`src/rtl/vga_pattern_renderer_if.sv`:
```
// Video bus between the sync/counter stage and the pattern renderer:
// timing inputs (syncs + raw counts) and the registered RGB/sync outputs.
interface vga_pattern_renderer_if;
    logic        hsynq_in;
    logic        vsynq_in;
    logic [15:0] haddress;
    logic [15:0] vaddress;
    logic [3:0]  red;
    logic [3:0]  green;
    logic [3:0]  blue;
    logic        hsynq_out;
    logic        vsynq_out;

    modport master (
        output hsynq_in, vsynq_in, haddress, vaddress,
        input  red, green, blue, hsynq_out, vsynq_out
    );

    modport slave (
        input  hsynq_in, vsynq_in, haddress, vaddress,
        output red, green, blue, hsynq_out, vsynq_out
    );
endinterface

```
`src/rtl/vga_pattern_renderer.sv`:
```
// Two-stage VGA test-pattern renderer (bars / checker / bouncing box) with a frame-synchronous mode FSM.
// Optional white one-pixel border around the active area when VGA_BORDER_EN is defined.
module vga_pattern_renderer #(
    parameter int H_ACT_START = 144,
    parameter int H_ACTIVE    = 640,
    parameter int V_ACT_START = 35,
    parameter int V_ACTIVE    = 480,
    parameter int BOX_SIZE    = 32,
    parameter int BOX_STEP    = 2
) (
    input  logic        clk,
    input  logic        rst_n,
    input  logic        pix_ce,
    input  logic        mode_next,
    vga_pattern_renderer_if.slave vid,
    output logic [1:0]  mode,
    output logic [15:0] frame_count,
    output logic [9:0]  box_x,
    output logic [8:0]  box_y,
    output logic        box_right,
    output logic        box_down
);
    typedef enum logic [1:0] {BARS = 2'd0, CHECKER = 2'd1, BOX = 2'd2} mode_t;

    localparam logic [15:0] H_LO  = 16'(H_ACT_START);
    localparam logic [15:0] H_HI  = 16'(H_ACT_START + H_ACTIVE);
    localparam logic [15:0] V_LO  = 16'(V_ACT_START);
    localparam logic [15:0] V_HI  = 16'(V_ACT_START + V_ACTIVE);
    localparam logic [9:0]  X_OFF = 10'(H_ACT_START);
    localparam logic [8:0]  Y_OFF = 9'(V_ACT_START);

    mode_t state;
    logic  pending;
    logic  tick;

    logic       s1_active, s1_hs, s1_vs;
    logic [9:0] s1_x;
    logic [8:0] s1_y;
    logic [2:0] bar_idx;
    logic [11:0] colour;
    logic       in_box;

    assign tick = pix_ce && (vid.haddress == 16'd0) && (vid.vaddress == 16'd0);
    assign mode = state;

    // Requests latch into pending; only one step is taken per frame tick.
    always_ff @(posedge clk or negedge rst_n) begin
        if (!rst_n) begin
            state   <= BARS;
            pending <= 1'b0;
        end else if (pix_ce) begin
            if (tick) begin
                pending <= 1'b0;
                if (pending || mode_next) begin
                    case (state)
                        BARS:    state <= CHECKER;
                        CHECKER: state <= BOX;
                        default: state <= BARS;
                    endcase
                end else if (!(state inside {BARS, CHECKER, BOX})) begin
                    state <= BARS;
                end
            end else begin
                if (mode_next) pending <= 1'b1;
                if (!(state inside {BARS, CHECKER, BOX})) state <= BARS;
            end
        end
    end

    always_ff @(posedge clk or negedge rst_n) begin
        if (!rst_n) begin
            frame_count <= 16'd0;
            box_x       <= 10'd0;
            box_y       <= 9'd0;
            box_right   <= 1'b1;
            box_down    <= 1'b1;
        end else if (tick) begin
            frame_count <= frame_count + 16'd1;
            if (box_right) begin
                if ({1'b0, box_x} + 11'(BOX_SIZE + BOX_STEP) > 11'(H_ACTIVE)) begin
                    box_x     <= 10'(H_ACTIVE - BOX_SIZE);
                    box_right <= 1'b0;
                end else begin
                    box_x <= box_x + 10'(BOX_STEP);
                end
            end else if (box_x < 10'(BOX_STEP)) begin
                box_x     <= 10'd0;
                box_right <= 1'b1;
            end else begin
                box_x <= box_x - 10'(BOX_STEP);
            end
            if (box_down) begin
                if ({1'b0, box_y} + 10'(BOX_SIZE + BOX_STEP) > 10'(V_ACTIVE)) begin
                    box_y    <= 9'(V_ACTIVE - BOX_SIZE);
                    box_down <= 1'b0;
                end else begin
                    box_y <= box_y + 9'(BOX_STEP);
                end
            end else if (box_y < 9'(BOX_STEP)) begin
                box_y    <= 9'd0;
                box_down <= 1'b1;
            end else begin
                box_y <= box_y - 9'(BOX_STEP);
            end
        end
    end

    // Stage 1: active window and pixel coordinates relative to the visible origin.
    always_ff @(posedge clk or negedge rst_n) begin
        if (!rst_n) begin
            s1_active <= 1'b0;
            s1_x      <= 10'd0;
            s1_y      <= 9'd0;
            s1_hs     <= 1'b1;
            s1_vs     <= 1'b1;
        end else if (pix_ce) begin
            s1_active <= (vid.haddress >= H_LO) && (vid.haddress < H_HI) &&
                         (vid.vaddress >= V_LO) && (vid.vaddress < V_HI);
            s1_x      <= vid.haddress[9:0] - X_OFF;
            s1_y      <= vid.vaddress[8:0] - Y_OFF;
            s1_hs     <= vid.hsynq_in;
            s1_vs     <= vid.vsynq_in;
        end
    end

    always_comb begin
        bar_idx = 3'd7;
        for (int i = 6; i >= 0; i--) begin
            if (s1_x < 10'(80 * (i + 1))) bar_idx = 3'(i);
        end
    end

    assign in_box = ({1'b0, s1_x} >= {1'b0, box_x}) &&
                    ({1'b0, s1_x} <  {1'b0, box_x} + 11'(BOX_SIZE)) &&
                    ({1'b0, s1_y} >= {1'b0, box_y}) &&
                    ({1'b0, s1_y} <  {1'b0, box_y} + 10'(BOX_SIZE));

    always_comb begin
        colour = 12'h000;
        case (state)
            BARS: begin
                case (bar_idx)
                    3'd0:    colour = 12'hFFF;
                    3'd1:    colour = 12'hFF0;
                    3'd2:    colour = 12'h0FF;
                    3'd3:    colour = 12'h0F0;
                    3'd4:    colour = 12'hF0F;
                    3'd5:    colour = 12'hF00;
                    3'd6:    colour = 12'h00F;
                    default: colour = 12'h000;
                endcase
            end
            CHECKER: colour = (s1_x[5] ^ s1_y[5]) ? 12'hFFF : 12'h000;
            BOX:     colour = in_box ? 12'hF00 : 12'h004;
            default: colour = 12'h000;
        endcase
`ifdef VGA_BORDER_EN
        if ((s1_x == 10'd0) || (s1_x == 10'(H_ACTIVE - 1)) ||
            (s1_y == 9'd0)  || (s1_y == 9'(V_ACTIVE - 1)))
            colour = 12'hFFF;
`else
`endif
    end

    // Stage 2: registered colour; syncs ride along so they stay aligned with RGB.
    always_ff @(posedge clk or negedge rst_n) begin
        if (!rst_n) begin
            vid.red       <= 4'h0;
            vid.green     <= 4'h0;
            vid.blue      <= 4'h0;
            vid.hsynq_out <= 1'b1;
            vid.vsynq_out <= 1'b1;
        end else if (pix_ce) begin
            {vid.red, vid.green, vid.blue} <= s1_active ? colour : 12'h000;
            vid.hsynq_out <= s1_hs;
            vid.vsynq_out <= s1_vs;
        end
    end
endmodule
```
`src/flat_wrapper.sv`:
```
// flat-port wrapper written by rule: the top's interface ports become plain ports
module vga_pattern_renderer_flat 
#(
    parameter int H_ACT_START = 144,
    parameter int H_ACTIVE    = 640,
    parameter int V_ACT_START = 35,
    parameter int V_ACTIVE    = 480,
    parameter int BOX_SIZE    = 32,
    parameter int BOX_STEP    = 2
)
  (clk, rst_n, pix_ce, mode_next, mode, frame_count, box_x, box_y, box_right, box_down, vid_hsynq_in, vid_vsynq_in, vid_haddress, vid_vaddress, vid_red, vid_green, vid_blue, vid_hsynq_out, vid_vsynq_out);
  vga_pattern_renderer_if vid_i ();
  input  logic clk;
  input  logic rst_n;
  input  logic pix_ce;
  input  logic mode_next;
  output logic [1:0] mode;
  output logic [15:0] frame_count;
  output logic [9:0] box_x;
  output logic [8:0] box_y;
  output logic box_right;
  output logic box_down;
  input wire logic [$bits(vid_i.hsynq_in)-1:0] vid_hsynq_in;
  input wire logic [$bits(vid_i.vsynq_in)-1:0] vid_vsynq_in;
  input wire logic [$bits(vid_i.haddress)-1:0] vid_haddress;
  input wire logic [$bits(vid_i.vaddress)-1:0] vid_vaddress;
  output wire logic [$bits(vid_i.red)-1:0] vid_red;
  output wire logic [$bits(vid_i.green)-1:0] vid_green;
  output wire logic [$bits(vid_i.blue)-1:0] vid_blue;
  output wire logic [$bits(vid_i.hsynq_out)-1:0] vid_hsynq_out;
  output wire logic [$bits(vid_i.vsynq_out)-1:0] vid_vsynq_out;
  assign vid_i.hsynq_in = vid_hsynq_in;
  assign vid_i.vsynq_in = vid_vsynq_in;
  assign vid_i.haddress = vid_haddress;
  assign vid_i.vaddress = vid_vaddress;
  assign vid_red = vid_i.red;
  assign vid_green = vid_i.green;
  assign vid_blue = vid_i.blue;
  assign vid_hsynq_out = vid_i.hsynq_out;
  assign vid_vsynq_out = vid_i.vsynq_out;
  vga_pattern_renderer #(.H_ACT_START(H_ACT_START), .H_ACTIVE(H_ACTIVE), .V_ACT_START(V_ACT_START), .V_ACTIVE(V_ACTIVE), .BOX_SIZE(BOX_SIZE), .BOX_STEP(BOX_STEP)) u_core (.clk(clk), .rst_n(rst_n), .pix_ce(pix_ce), .mode_next(mode_next), .vid(vid_i), .mode(mode), .frame_count(frame_count), .box_x(box_x), .box_y(box_y), .box_right(box_right), .box_down(box_down));
endmodule
```
`config.mk`:
```
export PLATFORM = sky130hd
export DESIGN_NAME = vga_pattern_renderer_flat
export DESIGN_NICKNAME = d
export VERILOG_FILES = /design/src/rtl/vga_pattern_renderer_if.sv /design/src/rtl/vga_pattern_renderer.sv /design/src/flat_wrapper.sv
export SDC_FILE = /design/constraint.sdc
export NUM_CORES = 1
export LEC_CHECK = 0
export BUFFER_PORTS_ARGS = -buffer_cell sky130_fd_sc_hd__buf_4
export CAP_MARGIN = 20
export CORE_UTILIZATION = 50
export CTS_CLUSTER_DIAMETER = 80
export CTS_CLUSTER_SIZE = 12
export DETAILED_ROUTE_END_ITERATION = 10
export PLACE_DENSITY_LB_ADDON = 0.08
export SETUP_SLACK_MARGIN = 0.05
export SLEW_MARGIN = 0
export SYNTH_ARGS = -nofsm -noshare
export SYNTH_HDL_FRONTEND = slang
export SYNTH_SLANG_ARGS = --single-unit
```
`constraint.sdc`:
```
create_clock -name clk -period 2.9 [get_ports clk]
set_input_delay 0.435 -clock clk [delete_from_list [all_inputs] [get_ports clk]]
set_output_delay 0.435 -clock clk [all_outputs]
set_load 0.03 [all_outputs]
```
; ---- Word-level counts from Yosys, hierarchy flattened
; Cells that the tools add are included.
; W data, S select, Z words.
[op_classes]
eq_ne = 8
n_bitwise = 1
reduce_logical = 16
n_mux = 30
order_cmp = 19
n_addsub = 11
[ops]
columns = cell, n
row1 = $pmux W12 S7, 1
row2 = $mux W12, 3
row3 = $pmux W12 S3, 1
row4 = $logic_not A16 Y1, 2
row5 = $lt A16 B10 Y1 const B, 2
row6 = $lt A10 B9 Y1 const B, 3
row7 = $mux W10, 3
row8 = $mux W9, 3
row9 = $add A10 B6 Y11 const B, 2
row10 = $add A9 B6 Y10 const B, 2
row11 = $lt A10 B8 Y1 const B, 2
row12 = $add A16 B1 Y16 const B, 1
row13 = $ge A16 B6 Y1 const B, 1
row14 = $ge A16 B8 Y1 const B, 1
row15 = $mux W3, 4
row16 = $gt A11 B10 Y1 const B, 1
row17 = $lt A10 B11 Y1, 1
row18 = $add A10 B2 Y10 const B, 1
row19 = $ge A10 B10 Y1, 1
row20 = $gt A10 B9 Y1 const B, 1
row21 = $lt A10 B10 Y1 const B, 1
row22 = $lt A10 B2 Y1 const B, 1
row23 = $lt A10 B7 Y1 const B, 1
row24 = $lt A9 B10 Y1, 1
row25 = other kinds (23), 45
[totals]
register_bits = 76
output_inout_bits = 53
elab_cells = 102
input_bits = 38

; ---- Logic depth before layout (Yosys ltp)
; Gate-level depths: netlist of run 1.
[depth]
ltp_word = 12
depth_mapped = 11
mapped_depth_nobuf = 10

; ---- Worst setup path before layout of run 1
; No wires, ideal clock.
[synth_timing]
path_kind = register to register
startpoint = reg u_core.box_x[7]
endpoint = reg u_core.vid.red[2]
arrival_ns = 2.781
synth_period_minus_slack_ns = 2.872
t_required_ns = 2.809
stages_incl_launch_ff = 12
n_path_buf = 2
setup_ns = 0.091
slack_ns = 0.028
cell_sequence = dfrtp_1 -> clkbuf_1 -> clkbuf_1 -> nand3_1 -> xnor2_1 -> ha_1 -> a21o_1 -> a21oi_1 -> o311ai_0 -> o311a_1 -> or4_1 -> o221ai_1
[synth_via]
elab_chain_cells = 8
word_cells_on_any_way = 9
classes_between = add/sub: 1 / order compare: 2 / mux: 3 / reduce/logical: 3
[synth_rtl]
columns = item, line_no
row1 = from (decl), vga_pattern_renderer.sv:18  ; output logic [9:0] box_x,
row2 = from (signal assigned), vga_pattern_renderer.sv:81  ; box_x <= 10'(H_ACTIVE - BOX_SIZE);
row3 = from (signal assigned), vga_pattern_renderer.sv:84  ; box_x <= box_x + 10'(BOX_STEP);
row4 = from (signal assigned), vga_pattern_renderer.sv:90  ; box_x <= box_x - 10'(BOX_STEP);
row5 = $add A10 B6 Y11, vga_pattern_renderer.sv:134  ; ({1'b0, s1_x} < {1'b0, box_x} + 11'(BOX_SIZE)) &&
row6 = $lt A10 B11 Y1, vga_pattern_renderer.sv:134
row7 = $logic_and A1 B1 Y1 *, vga_pattern_renderer.sv:133  ; assign in_box = ({1'b0, s1_x} >= {1'b0, box_x}) &&
row8 = $logic_and A1 B1 Y1 *, vga_pattern_renderer.sv:134
row9 = $logic_and A1 B1 Y1 *, vga_pattern_renderer.sv:135  ; ({1'b0, s1_y} >= {1'b0, box_y}) &&
row10 = $mux W12 *, vga_pattern_renderer.sv:154  ; BOX: colour = in_box ? 12'hF00 : 12'h004;
row11 = $pmux W12 S3 *, vga_pattern_renderer.sv:140  ; case (state)
row12 = $mux W12 *, vga_pattern_renderer.sv:174  ; {vid.red, vid.green, vid.blue} <= s1_active ? colour : 12'h000;
row13 = to (signal assigned), vga_pattern_renderer.sv:174
row14 = to (decl), vga_pattern_renderer_if.sv:21  ; output red, green, blue, hsynq_out, vsynq_out
; Mark *: on every way between the ends. The rest lies on a longest branch, timed or not.
; A chain may end at the register's enable or synchronous reset.

; ---- Worst setup path in the final report of run 1
[layout_timing]
startpoint = reg u_core.box_y[1]
endpoint = reg u_core.box_y[1]
[layout_via]
elab_chain_cells = 4
word_cells_on_any_way = 8
classes_between = add/sub: 3 / order compare: 2 / mux: 3
[layout_rtl]
columns = item, line_no
row1 = from (decl), vga_pattern_renderer.sv:19  ; output logic [8:0] box_y,
row2 = from (signal assigned), vga_pattern_renderer.sv:94  ; box_y <= 9'(V_ACTIVE - BOX_SIZE);
row3 = from (signal assigned), vga_pattern_renderer.sv:97  ; box_y <= box_y + 9'(BOX_STEP);
row4 = from (signal assigned), vga_pattern_renderer.sv:103  ; box_y <= box_y - 9'(BOX_STEP);
row5 = $add A9 B6 Y10, vga_pattern_renderer.sv:93  ; if ({1'b0, box_y} + 10'(BOX_SIZE + BOX_STEP) > 10'(V_ACTIVE)) begin
row6 = $gt A10 B9 Y1, vga_pattern_renderer.sv:93
row7 = $mux W9, vga_pattern_renderer.sv:93
row8 = $mux W9 *, vga_pattern_renderer.sv:92  ; if (box_down) begin
; Marks and branches as above.

==> results_dict.tcl, run 1 <==
set metrics [dict create \
    status "finished, final reports clean" \
    cts_made_buffers 9 \
    synth-edff-count 0 \
    ys_seq_area_share_pct 33.37 \
    finalMaxSlewViolations 0 \
    first_pass_iters 5 \
    htree_levels 3 \
    path_max_fanout 8 \
    worstPathRequired_ns 3.12 \
    rows 35 \
    cts_setup_buffers 0 \
    grt_pass1_vias 4182 \
    dp.final_hpwl_um 9133 \
    final_util_pct 62.80 \
    drt_iter0_markers 196 \
    syn_inst 563 \
    hold_viol_final 0 \
    root_buffer "clkbuf_8" \
    syn_avg_cell_area_um2 8.565 \
    rsz0062_at_grt "false" \
    tns_ns 0 \
    path_class "register to register" \
    place.gp.congestion 0.9571 \
    io_buffers 88 \
    synth-seq-cells 64 \
    placed_cell_area_um2 5593 \
    final_common_cell "buf_4" \
    ys_async_sr_fraction_pct 100.0 \
    worst_pin_slew_ns 0.8384 \
    max_freq_mhz 367.9 \
    vias 4517 \
    die_y_um 100.2 \
    n_antenna_cell 0 \
    antenna_found_initial 0 \
    core_region_area_um2 9284 \
    die_area_um2 10040 \
    io_pins 91 \
    grt_max_degree 65 \
    start_util_pct 51.94 \
    final_area_um2 5831 \
    grtUsageTotal_pct 25.79 \
    setup_violations 0 \
    drv_cap 0 \
    clock_path_buffers 2 \
    final_nets 720 \
    start_kind "register" \
    end_kind "register" \
    ys.flop_type "dfrtp_1" \
    clock_skew_ns 0.01163 \
    period_needed_ns 2.718 \
    reg2reg_from "u_core.box_y[1]" \
    cts_tree "done" \
    drcViolationCount 0 \
    slew_headroom_pct 44.11 \
    critPathArrivalTime_ns 2.94 \
    postRouteAntennaNets 0 \
    clock-sinks 64 \
    synth_cell_types 61 \
    grt_pass1_wl_um 20400 \
    cellPowerDensity_nw_per_um2 374.9 \
    routed_wl_um 12510 \
    vdd_drop_max_mv 0.2149 \
    critPathLaunch "u_core.box_y[1]" \
    synth_warnings 0 \
    p_leak_nw 2.564 \
    synthesis.area_um2 4822 \
    period_share_pct 93.72 \
    hp-class "input port to asynchronous set/reset pin" \
    cts_hold_buf 0 \
    drive_gt1_share_pct 23.99 \
    synthToLayoutAreaGrowth_pct 20.91 \
    grt_overflow 0 \
    die_w_um 100.2 \
    most-common-layout-cells "buf_4, dfrtp_1, nand2_1" \
    clk_pin_slew_ns 0.08 \
    insertion_delay_ns 0.36 \
    wl_per_cell_um 16.14 \
    vias_per_cell 5.828 \
    finalPower_mw 2.186 \
]
flip-flops by register name, summed over array words and instances, names as in the netlist:
| name | flops |
|---|---|
| u_core.box_x | 9 |
| u_core.s1_active | 1 |
| u_core.box_down | 1 |
| u_core.vid.green | 1 |
| u_core.mode | 2 |
| u_core.vid.blue | 2 |
| u_core.s1_vs | 1 |
| u_core.box_right | 1 |
| u_core.s1_x | 9 |
| u_core.box_y | 8 |
| u_core.vid.red | 1 |
| u_core.frame_count | 16 |
| u_core.pending | 1 |
| u_core.vid.hsynq_out | 1 |
| u_core.s1_hs | 1 |
| u_core.vid.vsynq_out | 1 |
| u_core.s1_y | 8 |
path summary, 6_finish.rpt:
kind	cells past startpoint	endpoint	slack (ns)
hold / removal	1	u_core.box_x[1]	0.17
hold reg to reg	1	u_core.frame_count[15]	0.48
min in group clk	2	u_core.s1_x[4]	0.27
max in group asynchronous	1	u_core.box_y[6]	2.15
setup reg to reg	8	u_core.box_y[1]	0.18
setup / recovery	8	u_core.box_y[1]	0.18
cell usage after synthesis (2+ instances only):
master     number  share of area, %
dfrtp_1        58                30
nand2_1        42               3.3
a21oi_1        41               4.3
ha_1           41                11
inv_1          39               3.0
nor2_1         37               2.9
o21ai_0        35               3.6
xnor2_1        32               5.8
nand3_1        28               2.9
clkbuf_1       25               1.9
nor3_1         20               2.1
mux2_2         13               3.0
buf_4          11               1.7
nand4_1         9               1.2
a31oi_1         8               1.0
nor4_1          8               1.0
dfstp_2         6               3.3
nor2b_1         6              0.78
o211ai_1        6              0.93
a2111oi_0       5              0.91
and3_1          5              0.65
xor2_1          5              0.91
a211o_1         4              0.73
a211oi_1        4              0.62
a21o_1          4              0.62
buf_2           4              0.42
o221ai_1        4              0.73
o311ai_0        4              0.73
o31ai_1         4              0.62
or3_1           4              0.52
or4_1           4              0.62
a32oi_1         3              0.54
and4_1          3              0.54
o21a_1          3              0.47
o22ai_1         3              0.39
or2_2           3              0.39
a221oi_1        2              0.36
a32o_1          2              0.42
and2_1          2              0.26
mux2i_1         2              0.42
nand2b_1        2              0.26
nor4_2          2              0.52
o31a_1          2              0.36
metrics by stage:
step                hold slack, ns  instances  setup slack [ns]
CTS                         0.2079        775            0.1379
floorplan                   0.1394        564            0.1316
finish                      0.1748        775            0.1820
detailed placement          0.4779        759            0.1545
global placement            0.4628        759            0.2550
global route                0.2584        775           0.05612
metal layers:
| metal | track usage [%] | wire length, µm | up-vias |
|---|---|---|---|
| met4 | 10.70 | 258 | 0 |
| met3 | 3.412 | 751 | 22 |
| li1 | - | - | 2174 |
| met1 | 34.49 | 5475 | 2150 |
| met5 | 0 | 0 | - |
| met2 | 42.10 | 6021 | 171 |
cell type report:
class	instances	area (µm²)
Inverter	39	146.4
Multi-Input combinational cell	421	2889
Fill cell	839	3453
Sequential cell	64	1610
Clock buffer	9	123.9
Tap cell	129	161.4
Timing Repair Buffer	106	795.8
Clock inverter	7	103.9
repair_timing:
action                     in CTS  in global routing
setup endpoints to repair       0                  2
hold endpoints to repair        0                  0
resized for setup               0                  3
critical path, cell delays in order, from the launching register on:
cell and delay [ns]:
dfrtp_1 0.49, ha_1 0.35, and3_1 0.33, a32oi_1 0.14
a32o_1 0.25, o31ai_1 0.35, a211o_1 0.38, a211o_1 0.19
o21ai_0 0.11
kinds of logic after synthesis:
group | Yosys count | share of synthesized area [%]
AOI/OAI and AO/OA | 141 | 18.66
buffers and inverters | 79 | 7.110
adders and majority gates | 42 | 10.85
xor gates and xnor gates | 37 | 6.720
other | 1 | 0.07777
and+or+nand+nor | 184 | 19.77
muxes | 15 | 3.451
DFF | 64 | 33.37
power breakdown:
group | internal [mW] | switching (mW) | leakage, nW
Combinational | 0.144 | 0.156 | 1.65
Sequential | 0.933 | 0.0440 | 0.798
Clock | 0.493 | 0.415 | 0.114
Total | 1.57 | 0.616 | 2.56
(Power assumes the default switching activity.)
==> run 2, diff against run 1 <==
--- a/config.mk
+++ b/config.mk
@@ -7,6 +7,7 @@
 export LEC_CHECK = 0
 export BUFFER_PORTS_ARGS = -buffer_cell sky130_fd_sc_hd__buf_4
 export CAP_MARGIN = 20
+export CORE_MARGIN = 4
 export CORE_UTILIZATION = 50
 export CTS_CLUSTER_DIAMETER = 80
 export CTS_CLUSTER_SIZE = 12
==> constraint.sdc (replaced) <==
create_clock -name clk -period 3 [get_ports clk]
set_input_delay 0.45 -clock clk [delete_from_list [all_inputs] [get_ports clk]]
set_output_delay 0.45 -clock clk [all_outputs]
set_load 0.03 [all_outputs]
==> run 2 against run 1 <==
- critical path depth up 1
- final cell count down 0.39%
- total power up 0.65%
- setup slack better by 0.15 ns
- clock skew down 0.0036 ns
- wire length up 2.8%
- sequential power down 3.2%
- combinational power down 5%
- clock power up 6.6%
- largest cell class unchanged
- largest power group is now the clock network
- highest routed layer unchanged
==> results_dict.tcl, run 2 (synthesized netlist as in run 1, its figures left out) <==
set metrics [dict create \
    worstPathRequired_ns 3.27 \
    n_antenna_cell 0 \
    io_buffers 88 \
    rsz0062_at_grt "false" \
    clk_pin_slew_ns 0.09 \
    most-common-layout-cells "buf_4, dfrtp_1, nand2_1" \
    drcViolationCount 0 \
    reg2reg_from "u_core.box_x[6]" \
    die_y_um 106.2 \
    drive_gt1_share_pct 23.48 \
    regMostFlops "u_core.frame_count" \
    grt_pass1_wl_um 21620 \
    first_pass_iters 4 \
    insertion_delay_ns 0.35 \
    r2r.worst_path.cells 9 \
    period_needed_ns 2.664 \
    setup_violations 0 \
    hold_viol_final 0 \
    critPathArrivalTime_ns 2.93 \
    cts_made_buffers 9 \
    final_util_pct 62.41 \
    vdd_drop_max_mv 0.2334 \
    tns_ns 0 \
    final_area_um2 5822 \
    top_regs "u_core.frame_count: 16 flops, u_core.box_x: 9 flops, u_core.s1_x: 9 flops" \
    cts_tree "done" \
    finalPower_mw 2.200 \
    p_leak_nw 2.559 \
    fillers 854 \
    dp.final_hpwl_um 9585 \
    finalMaxSlewViolations 0 \
    final_common_cell "buf_4" \
    htree_levels 3 \
    grt_max_degree 65 \
    cellPowerDensity_nw_per_um2 377.9 \
    vias 4487 \
    root_buffer "clkbuf_8" \
    status "finished, final reports clean" \
    rows 35 \
    start_util_pct 51.70 \
    grt_overflow 0 \
    die_area_um2 11280 \
    final_nets 717 \
    io_pins 91 \
    grtUsageTotal_pct 23.47 \
    path_max_fanout 13 \
    antenna_found_initial 0 \
    place.gp.congestion 0.9291 \
    reg2reg_to "u_core.vid.red[2]" \
    hold_ws_ns 0.1588 \
    clock_path_buffers 2 \
    max_freq_mhz 375.4 \
    wl_per_cell_um 16.65 \
    largest_reg_flops 16 \
    path_class "register to register" \
    synthToLayoutAreaGrowth_pct 20.73 \
    routed_wl_um 12860 \
    slew_headroom_pct 43.70 \
    core_region_area_um2 9328 \
    vias_per_cell 5.812 \
    postRouteAntennaNets 0 \
    start_kind "register" \
    period_share_pct 88.79 \
    ff2ff_setup_slack_ns 0.34 \
    drv_cap 0 \
    grt_pass1_vias 4440 \
    worst_pin_slew_ns 0.8444 \
    hp-class "input port to asynchronous set/reset pin" \
    clock_skew_ns 0.008072 \
    drt_iter0_markers 210 \
    end_kind "register" \
    die_w_um 106.2 \
    placed_cell_area_um2 5570 \
    clock-sinks 64 \
]
-- run 2: cell count changes in the layout (fill, tap and decap cells not counted), sizes merged --
cell / change
buf: -3
bufinv: +1
clkinv: -3
inv: +2
-- run 2: worst max-delay path by stage --
stage	start	end	slack [ns]	cells after the start
after floorplan	u_core.box_x[7]	u_core.vid.red[2]	0.13	11
after global placement	u_core.box_x[6]	u_core.vid.red[2]	0.30	9
after detailed placement	u_core.box_x[6]	u_core.vid.red[2]	0.25	9
after CTS	u_core.box_x[6]	u_core.vid.red[2]	0.22	9
after global routing	u_core.box_y[5]	u_core.vid.red[2]	0.14	10
final	u_core.box_x[6]	u_core.vid.red[2]	0.34	9
-- run 2: metrics by stage --
step,cells,worst slack [ns]
after floorplan,564,0.1280
after global placement,756,0.2955
after detailed placement,756,0.2545
after CTS,772,0.2188
after global routing,772,0.1405
final,772,0.3364
-- run 2: area by class of cell --
cell class	count	area [µm²]	area share (%)
Multi-Input combinational cell	421	2880	49.47
Sequential cell	64	1612	27.68
Timing Repair Buffer	103	773.2	13.28
Tap cell	129	161.4	2.772
Inverter	39	146.4	2.515
Clock inverter	7	125.1	2.149
Clock buffer	9	123.9	2.128
-- run 2: worst max-delay path, stage by stage, from the launching register on --
cell and delay (ns):
dfrtp_2 0.51, ha_1 0.30, nand3_1 0.13, xnor2_1 0.16, ha_1 0.30, a21oi_1 0.17
o311ai_0 0.16, o311a_1 0.18, or4_1 0.49, o221ai_1 0.18
-- run 2: repair_timing --
item | in CTS | in global routing
buffers inserted | 0 | 0
hold buffers | 0 | 0
hold endpoints to repair | 0 | 0
endpoints found under the setup margin | 0 | 1
resized for setup | 0 | 2
-- run 2: where the power goes --
| group | switching (mW) | internal (mW) |
|---|---|---|
| combinational | 0.148 | 0.138 |
| clock | 0.405 | 0.563 |
| sequential | 0.0441 | 0.902 |
-- run 2: layer usage --
layer,global-route usage (%),up-vias,share of wire (%)
met2,39.55,140,49
met4,6.846,0,1.9
met3,3.279,24,4.8
li1,-,2181,-
met5,0,-,0
met1,31.36,2142,44
